## config.mk

```make
export PLATFORM = sky130hd
export DESIGN_NAME = mem_responder_flat
export DESIGN_NICKNAME = d
export VERILOG_FILES = /design/src/rtl/mem_responder_if.sv /design/src/rtl/mem_responder.sv /design/src/flat_wrapper.sv
export SDC_FILE = /design/constraint.sdc
export NUM_CORES = 1
export LEC_CHECK = 0
export ABC_AREA = 0
export ABC_CLOCK_PERIOD_IN_PS = 6350
export BUFFER_PORTS_ARGS = -buffer_cell sky130_fd_sc_hd__buf_2
export CELL_PAD_IN_SITES_DETAIL_PLACEMENT = 0
export CELL_PAD_IN_SITES_GLOBAL_PLACEMENT = 1
export CORE_MARGIN = 2
export CORE_UTILIZATION = 30
export DETAILED_ROUTE_END_ITERATION = 8
export PLACE_DENSITY = 0.51
export SKIP_LAST_GASP = 1
export SLEW_MARGIN = 20
export SYNTH_ARGS = -nofsm -noshare
export SYNTH_HDL_FRONTEND = slang
export SYNTH_SLANG_ARGS = --single-unit
export TNS_END_PERCENT = 50
```

## constraint.sdc

```tcl
create_clock -name clk -period 6.35 [get_ports clk]
set_input_delay 0 -clock clk [delete_from_list [all_inputs] [get_ports clk]]
set_output_delay 0 -clock clk [all_outputs]
set_load 0.05 [all_outputs]
```

## src/rtl/mem_responder_if.sv

```systemverilog
// Bus bundle between the MCU/host side and the memory responder.
// Preload handshake: a word transfers on every rising edge where ld_valid and
// ld_ready are both high; the host holds ld_data/ld_last stable while
// ld_valid is high and not yet accepted, and ld_ready never depends on
// ld_valid.
interface mem_responder_if #(
  parameter int AW = 5,
  parameter int DW = 8
);
  logic [AW-1:0] mem_addr;
  logic          sig_rd;
  logic          sig_wr;
  logic          sig_dout_en;
  logic [DW-1:0] memory_ou;
  logic [DW-1:0] memory_in;
  logic          ld_valid;
  logic [DW-1:0] ld_data;
  logic          ld_last;
  logic          ld_ready;

  modport master (
    output mem_addr, sig_rd, sig_wr, sig_dout_en, memory_ou,
    output ld_valid, ld_data, ld_last,
    input  memory_in, ld_ready
  );

  modport slave (
    input  mem_addr, sig_rd, sig_wr, sig_dout_en, memory_ou,
    input  ld_valid, ld_data, ld_last,
    output memory_in, ld_ready
  );
endinterface

```

## src/rtl/mem_responder.sv

```systemverilog
// Memory-side responder for the MCU bus: a 2**AW x DW RAM serving MCU
// reads/writes, with a host preload port. A LOAD->RUN FSM keeps the MCU in
// reset (mcu_hold) until the program image has been loaded.
module mem_responder #(
  parameter int AW      = 5,
  parameter int DW      = 8,
  parameter int RD_LAT  = 1,
  parameter bit BOOT_EN = 1'b1
) (
  input  logic                 clk,
  input  logic                 reset,
  mem_responder_if.slave       bus,
  output logic                 mcu_hold,
  output logic                 bus_err,
  output logic [AW-1:0]        load_cnt,
  output logic                 fsm_state   // debug: 0 = LOAD, 1 = RUN
);
  localparam int DEPTH = 2 ** AW;

  typedef enum logic {S_LOAD = 1'b0, S_RUN = 1'b1} state_t;

  state_t        state_q, state_d;
  logic          ld_ready_c;
  logic          load_accept;
  logic          in_run;
  logic          mcu_wr_ok;
  logic          mcu_rd_ok;
  logic          proto_err;
  logic [DW-1:0] ram [DEPTH];

  assign in_run    = (state_q == S_RUN);
  assign mcu_wr_ok = in_run & bus.sig_wr & bus.sig_dout_en & ~bus.sig_rd;
  assign mcu_rd_ok = in_run & bus.sig_rd & ~bus.sig_wr;
  // rd+wr collision, write without data drive, or data drive during a read
  assign proto_err = in_run & ((bus.sig_rd & bus.sig_wr) |
                               (bus.sig_wr & ~bus.sig_dout_en) |
                               (bus.sig_dout_en & bus.sig_rd));

  assign bus.ld_ready = ld_ready_c;
  assign fsm_state    = state_q;

  // State register; reset picks the boot mode
  always_ff @(posedge clk) begin
    if (reset) state_q <= BOOT_EN ? S_LOAD : S_RUN;
    else       state_q <= state_d;
  end

  // Next state and per-state outputs; a last-flagged or top-of-RAM word ends LOAD
  always_comb begin
    state_d     = state_q;
    ld_ready_c  = 1'b0;
    mcu_hold    = 1'b0;
    load_accept = 1'b0;
    case (state_q)
      S_LOAD: begin
        ld_ready_c = 1'b1;
        mcu_hold   = 1'b1;
        if (bus.ld_valid) begin
          load_accept = 1'b1;
          if (bus.ld_last || (&load_cnt)) state_d = S_RUN;
        end
      end
      S_RUN: begin
        state_d = S_RUN;
      end
      default: state_d = state_q;
    endcase
  end

  // Preload pointer; wraps naturally at DEPTH
  always_ff @(posedge clk) begin
    if (reset)            load_cnt <= '0;
    else if (load_accept) load_cnt <= load_cnt + 1'b1;
  end

  // Sticky protocol-error flag
  always_ff @(posedge clk) begin
    if (reset)          bus_err <= 1'b0;
    else if (proto_err) bus_err <= 1'b1;
  end

  // RAM write port, shared by preload (LOAD) and MCU writes (RUN); never cleared
  always_ff @(posedge clk) begin
    if (load_accept)    ram[load_cnt]     <= bus.ld_data;
    else if (mcu_wr_ok) ram[bus.mem_addr] <= bus.memory_ou;
  end

  generate
    if (RD_LAT == 1) begin : g_rd_reg
      logic [DW-1:0] rdata_q;
      // Registered read data, held until the next valid read
      always_ff @(posedge clk) begin
        if (reset)          rdata_q <= '0;
        else if (mcu_rd_ok) rdata_q <= ram[bus.mem_addr];
      end
      assign bus.memory_in = rdata_q;
    end else begin : g_rd_comb
      assign bus.memory_in = mcu_rd_ok ? ram[bus.mem_addr] : '0;
    end
  endgenerate
endmodule

```

## src/flat_wrapper.sv

```systemverilog
// flat-port wrapper written by rule: the top's interface ports become plain ports
module mem_responder_flat 
#(
  parameter int AW      = 5,
  parameter int DW      = 8,
  parameter int RD_LAT  = 1,
  parameter bit BOOT_EN = 1'b1
)
  (clk, reset, mcu_hold, bus_err, load_cnt, fsm_state, bus_mem_addr, bus_sig_rd, bus_sig_wr, bus_sig_dout_en, bus_memory_ou, bus_ld_valid, bus_ld_data, bus_ld_last, bus_memory_in, bus_ld_ready);
  mem_responder_if #(.AW(AW), .DW(DW)) bus_i ();
  input  logic clk;
  input  logic reset;
  output logic mcu_hold;
  output logic bus_err;
  output logic [AW-1:0] load_cnt;
  output logic fsm_state;
  input wire logic [$bits(bus_i.mem_addr)-1:0] bus_mem_addr;
  input wire logic [$bits(bus_i.sig_rd)-1:0] bus_sig_rd;
  input wire logic [$bits(bus_i.sig_wr)-1:0] bus_sig_wr;
  input wire logic [$bits(bus_i.sig_dout_en)-1:0] bus_sig_dout_en;
  input wire logic [$bits(bus_i.memory_ou)-1:0] bus_memory_ou;
  input wire logic [$bits(bus_i.ld_valid)-1:0] bus_ld_valid;
  input wire logic [$bits(bus_i.ld_data)-1:0] bus_ld_data;
  input wire logic [$bits(bus_i.ld_last)-1:0] bus_ld_last;
  output wire logic [$bits(bus_i.memory_in)-1:0] bus_memory_in;
  output wire logic [$bits(bus_i.ld_ready)-1:0] bus_ld_ready;
  assign bus_i.mem_addr = bus_mem_addr;
  assign bus_i.sig_rd = bus_sig_rd;
  assign bus_i.sig_wr = bus_sig_wr;
  assign bus_i.sig_dout_en = bus_sig_dout_en;
  assign bus_i.memory_ou = bus_memory_ou;
  assign bus_i.ld_valid = bus_ld_valid;
  assign bus_i.ld_data = bus_ld_data;
  assign bus_i.ld_last = bus_ld_last;
  assign bus_memory_in = bus_i.memory_in;
  assign bus_ld_ready = bus_i.ld_ready;
  mem_responder #(.AW(AW), .DW(DW), .RD_LAT(RD_LAT), .BOOT_EN(BOOT_EN)) u_core (.clk(clk), .reset(reset), .bus(bus_i), .mcu_hold(mcu_hold), .bus_err(bus_err), .load_cnt(load_cnt), .fsm_state(fsm_state));
endmodule
```

==> run summary <==
* ranking of synthesized cells by instance count: edfxtp_1 (256), mux2i_1 (133), a22oi_1 (64)
* clock skew: 0.0213 ns
* remaining antenna violation count after routing: 0
* register area share after synthesis: 0.731
* Initial Utilization: 0.306
* library cell contributing the largest single delay on the critical path: mux2i_1
* largest cells by area after synthesis: edfxtp_1 (70%), mux2i_1 (12%), a22oi_1 (4.4%), dfxtp_1 (2.7%), nor2_1 (1.8%)
* VDD IR-drop max: 0.161 mV
* port buffer count: 44
* number of maximum-capacitance constraint violations: 0
* post-CTS setup-driven buffer insertion count: 0
* internal power: 0.00302 W
* Power per Cell Area: 308 nW/um2
* Required @ worst endpoint: 6.54 ns
* TritonCTS clock tree: built
* Area growth syn-to-layout: 14.9%
* setup repair after global routing missed its margin: no
* minimum setup slack in the final design: 3.02 ns
* antenna violations before repair: 0
* number of warning messages in the yosys log: 0
* GRT overflow: 0
* clock group share of total power: 0.429
* Crit Path Class: reg -> reg
* vertical die dimension: 195 um
* Max Root-Sink Buffers: 3
* data arrival time at the worst-slack endpoint: 3.52 ns
* Hold WS: 0.308 ns
* Psw: 0.000848 W
* delay of the slowest cell on the worst path: 0.85 ns
* horizontal die dimension: 195 um
* number of enable-type register cells in the synthesized netlist: 256
* Final Net Count: 740
* part of the total power dissipated in sequential elements: 0.512
* Logic pwr share: 0.059
* pre-CTS setup slack: 3.01 ns
* global-route usage over all layers: 0.145
* Total Die Area: 37,900 um2
* number of fill cells: 3,381
* first-pass GRT wire length: 40,600 um
* DRC violation count after routing: 0
* largest area contributor in the synthesized netlist: edfxtp_1
* GP Congestion: 0.758
* clk sinks: 271
* Root Buffer: clkbuf_16
* Cells after Synth: 655
* run status: finished clean
* family with the most delay on the worst path: simple AND/OR/NAND/NOR gates
* Syn Area/Cell: 16.7 um2
* DR vias: 5,950
* Fin Setup TNS: 0 ns
* CP bufs+invs: 0
* number of endpoints failing setup at the final stage: 0
* worst skew pair latency: 0.56 ns
* First-pass DRT Iterations: 5
* most used flip-flop cell after synthesis: edfxtp_1
* number of cell rows: 69
* slew margin rel.: 0.292
* ys async rst share: 0
* vias in the first global route: 6,182
* maximum fanout encountered on the critical timing path: 16
* max frequency: 300 MHz
* leakage power of the design: 4.35 nW
* core region area: 35,700 um2
* nature of the critical path endpoint: flip-flop
* CTS clock-pin slew for the worst setup and hold paths: 0.06 ns
* detailed placement HPWL: 17,400 um
* Yosys cell types: 34
* most numerous cell in the Yosys netlist: edfxtp_1
* path category of the worst min-delay check: in -> reg
* wire per inst: 23.1 um
* Yosys top cell area share: 0.704
* IO Pins: 45
* number of max-slew violations in the final report: 0
* fraction of layout instances using a drive strength above 1: 0.151
* H-tree levels: 1
* count of final hold-check violations: 0
* Synth Cell Area: 10,900 um2
* maximum number of pins on one net before global-route repair: 85
* Setup crit start kind: flip-flop
* slew at the pin closest to its max-slew limit: 1.06 ns
* DRC marker count from the first detailed-route iteration: 514
* switching power as a share of total power: 0.220
* Total Wirelength: 27,700 um
* CTS buffer count: 31
* via count normalized by instance count: 4.97
* minimum setup slack among reg-to-reg paths: 3.02 ns
* fin crit period: 3.33 ns
* Critical Path, Cell by Cell: nand4b_1, mux2i_1, nand2_1, nor2_1
* post-synthesis register bit count: 271
* syn_nets: 685
* ratio of final minimum period to clock period: 0.525
## registers in the layout, indices dropped and copies added, names as in the netlist
register and count:
u_core.bus.memory_in 8, u_core.bus_err 1, u_core.fsm_state 1, u_core.load_cnt 5
u_core.ram 256
## power groups by stage
stage	sequential [W]	clock, W	combinational, W
4_1_cts	0.00198	0.00169	0.000230
2_1_floorplan	0.00203	0	0.000135
3_5_place_dp	0.00202	0	0.000226
3_3_place_gp	0.00202	0	0.000224
6_report	0.00198	0.00166	0.000228
5_1_grt	0.00198	0.00176	0.000244
## path summary, 6_finish.rpt
kind / from / cells past startpoint / endpoint
max: u_core.fsm_state / 4 / u_core.ram[26][4]
min: bus_mem_addr[4] / 5 / u_core.bus.memory_in[3]
max reg2reg: u_core.fsm_state / 4 / u_core.ram[26][4]
min reg2reg: u_core.bus.memory_in[1] / 2 / u_core.bus.memory_in[1]
## worst register-to-register path: stages, from the launching register on
cell	delay, ns
dfxtp_1	0.41
nand4b_1	0.68
mux2i_1	0.85
nand2_1	0.33
nor2_1	0.70
## routing by layer
layer,wire [um],track usage
met1,12600,0.199
met2,13300,0.242
met3,1280,0.0222
met4,463,0.0362
met5,0,0
## cells in the final DEF (no fill, tap or decap), drive strengths merged, types with 2 or more instances in the layout
| master | synthesis | final |
|---|---|---|
| or3 | 2 | 2 |
| a211oi | 8 | 8 |
| nand2 | 8 | 8 |
| o32a | 2 | 2 |
| or4 | 8 | 8 |
| nor2b | 4 | 4 |
| dfxtp | 15 | 15 |
| buf | 24 | 52 |
| inv | 3 | 5 |
| dlygate4sd3 | 0 | 8 |
| nand3 | 2 | 2 |
| ha | 2 | 2 |
| clkinv | 0 | 7 |
| a22oi | 64 | 64 |
| mux2 | 10 | 10 |
| clkbuf | 14 | 46 |
| mux2i | 133 | 133 |
| xor2 | 2 | 2 |
| nand2b | 4 | 4 |
| edfxtp | 256 | 256 |
| a2bb2oi | 2 | 2 |
| a21oi | 35 | 35 |
| nor2 | 51 | 51 |
## cells by family (layout without fill, tap and decap cells)
group           Yosys count  in the layout  synth area share
compound gates          112            112            0.0708
flops                   271            271             0.731
simple gates             84             84            0.0355
buf+inv                  41            120            0.0261
other cells               0              1                 0
fa+ha+maj                 2              2           0.00229
xor+xnor                  2              2           0.00160
mux                     143            143             0.132
## cell type report
class | count | area, um2 | share of cell area
timing repair buffer | 60 | 367 | 0.0292
inverter | 3 | 11.3 | 0.000897
clock buffer | 46 | 862 | 0.0687
tap | 461 | 577 | 0.0460
sequential | 271 | 7990 | 0.637
antenna | 1 | 2.50 | 0.000199
clock inverter | 11 | 86.3 | 0.00688
multi-input combinational | 343 | 2660 | 0.212
## what timing repair did
item,CTS,global route
endpoints found under the setup margin,0,0
hold endpoints to repair,15,0
hold buffers,8,0
resized for setup,0,0
## through the flow
| stage | area [um2] | utilization | std cells | power [W] |
|---|---|---|---|---|
| after detailed placement | 11500 | 0.322 | 1130 | 0.00224 |
| after global placement | 11500 | 0.322 | 1130 | 0.00224 |
| after floorplan | 10900 | - | 655 | 0.00216 |
| after CTS | 12500 | 0.351 | 1195 | 0.00390 |
| final | 12500 | 0.351 | 1196 | 0.00386 |
| after global routing | 12500 | 0.351 | 1195 | 0.00399 |
(Power assumes the default switching activity.)
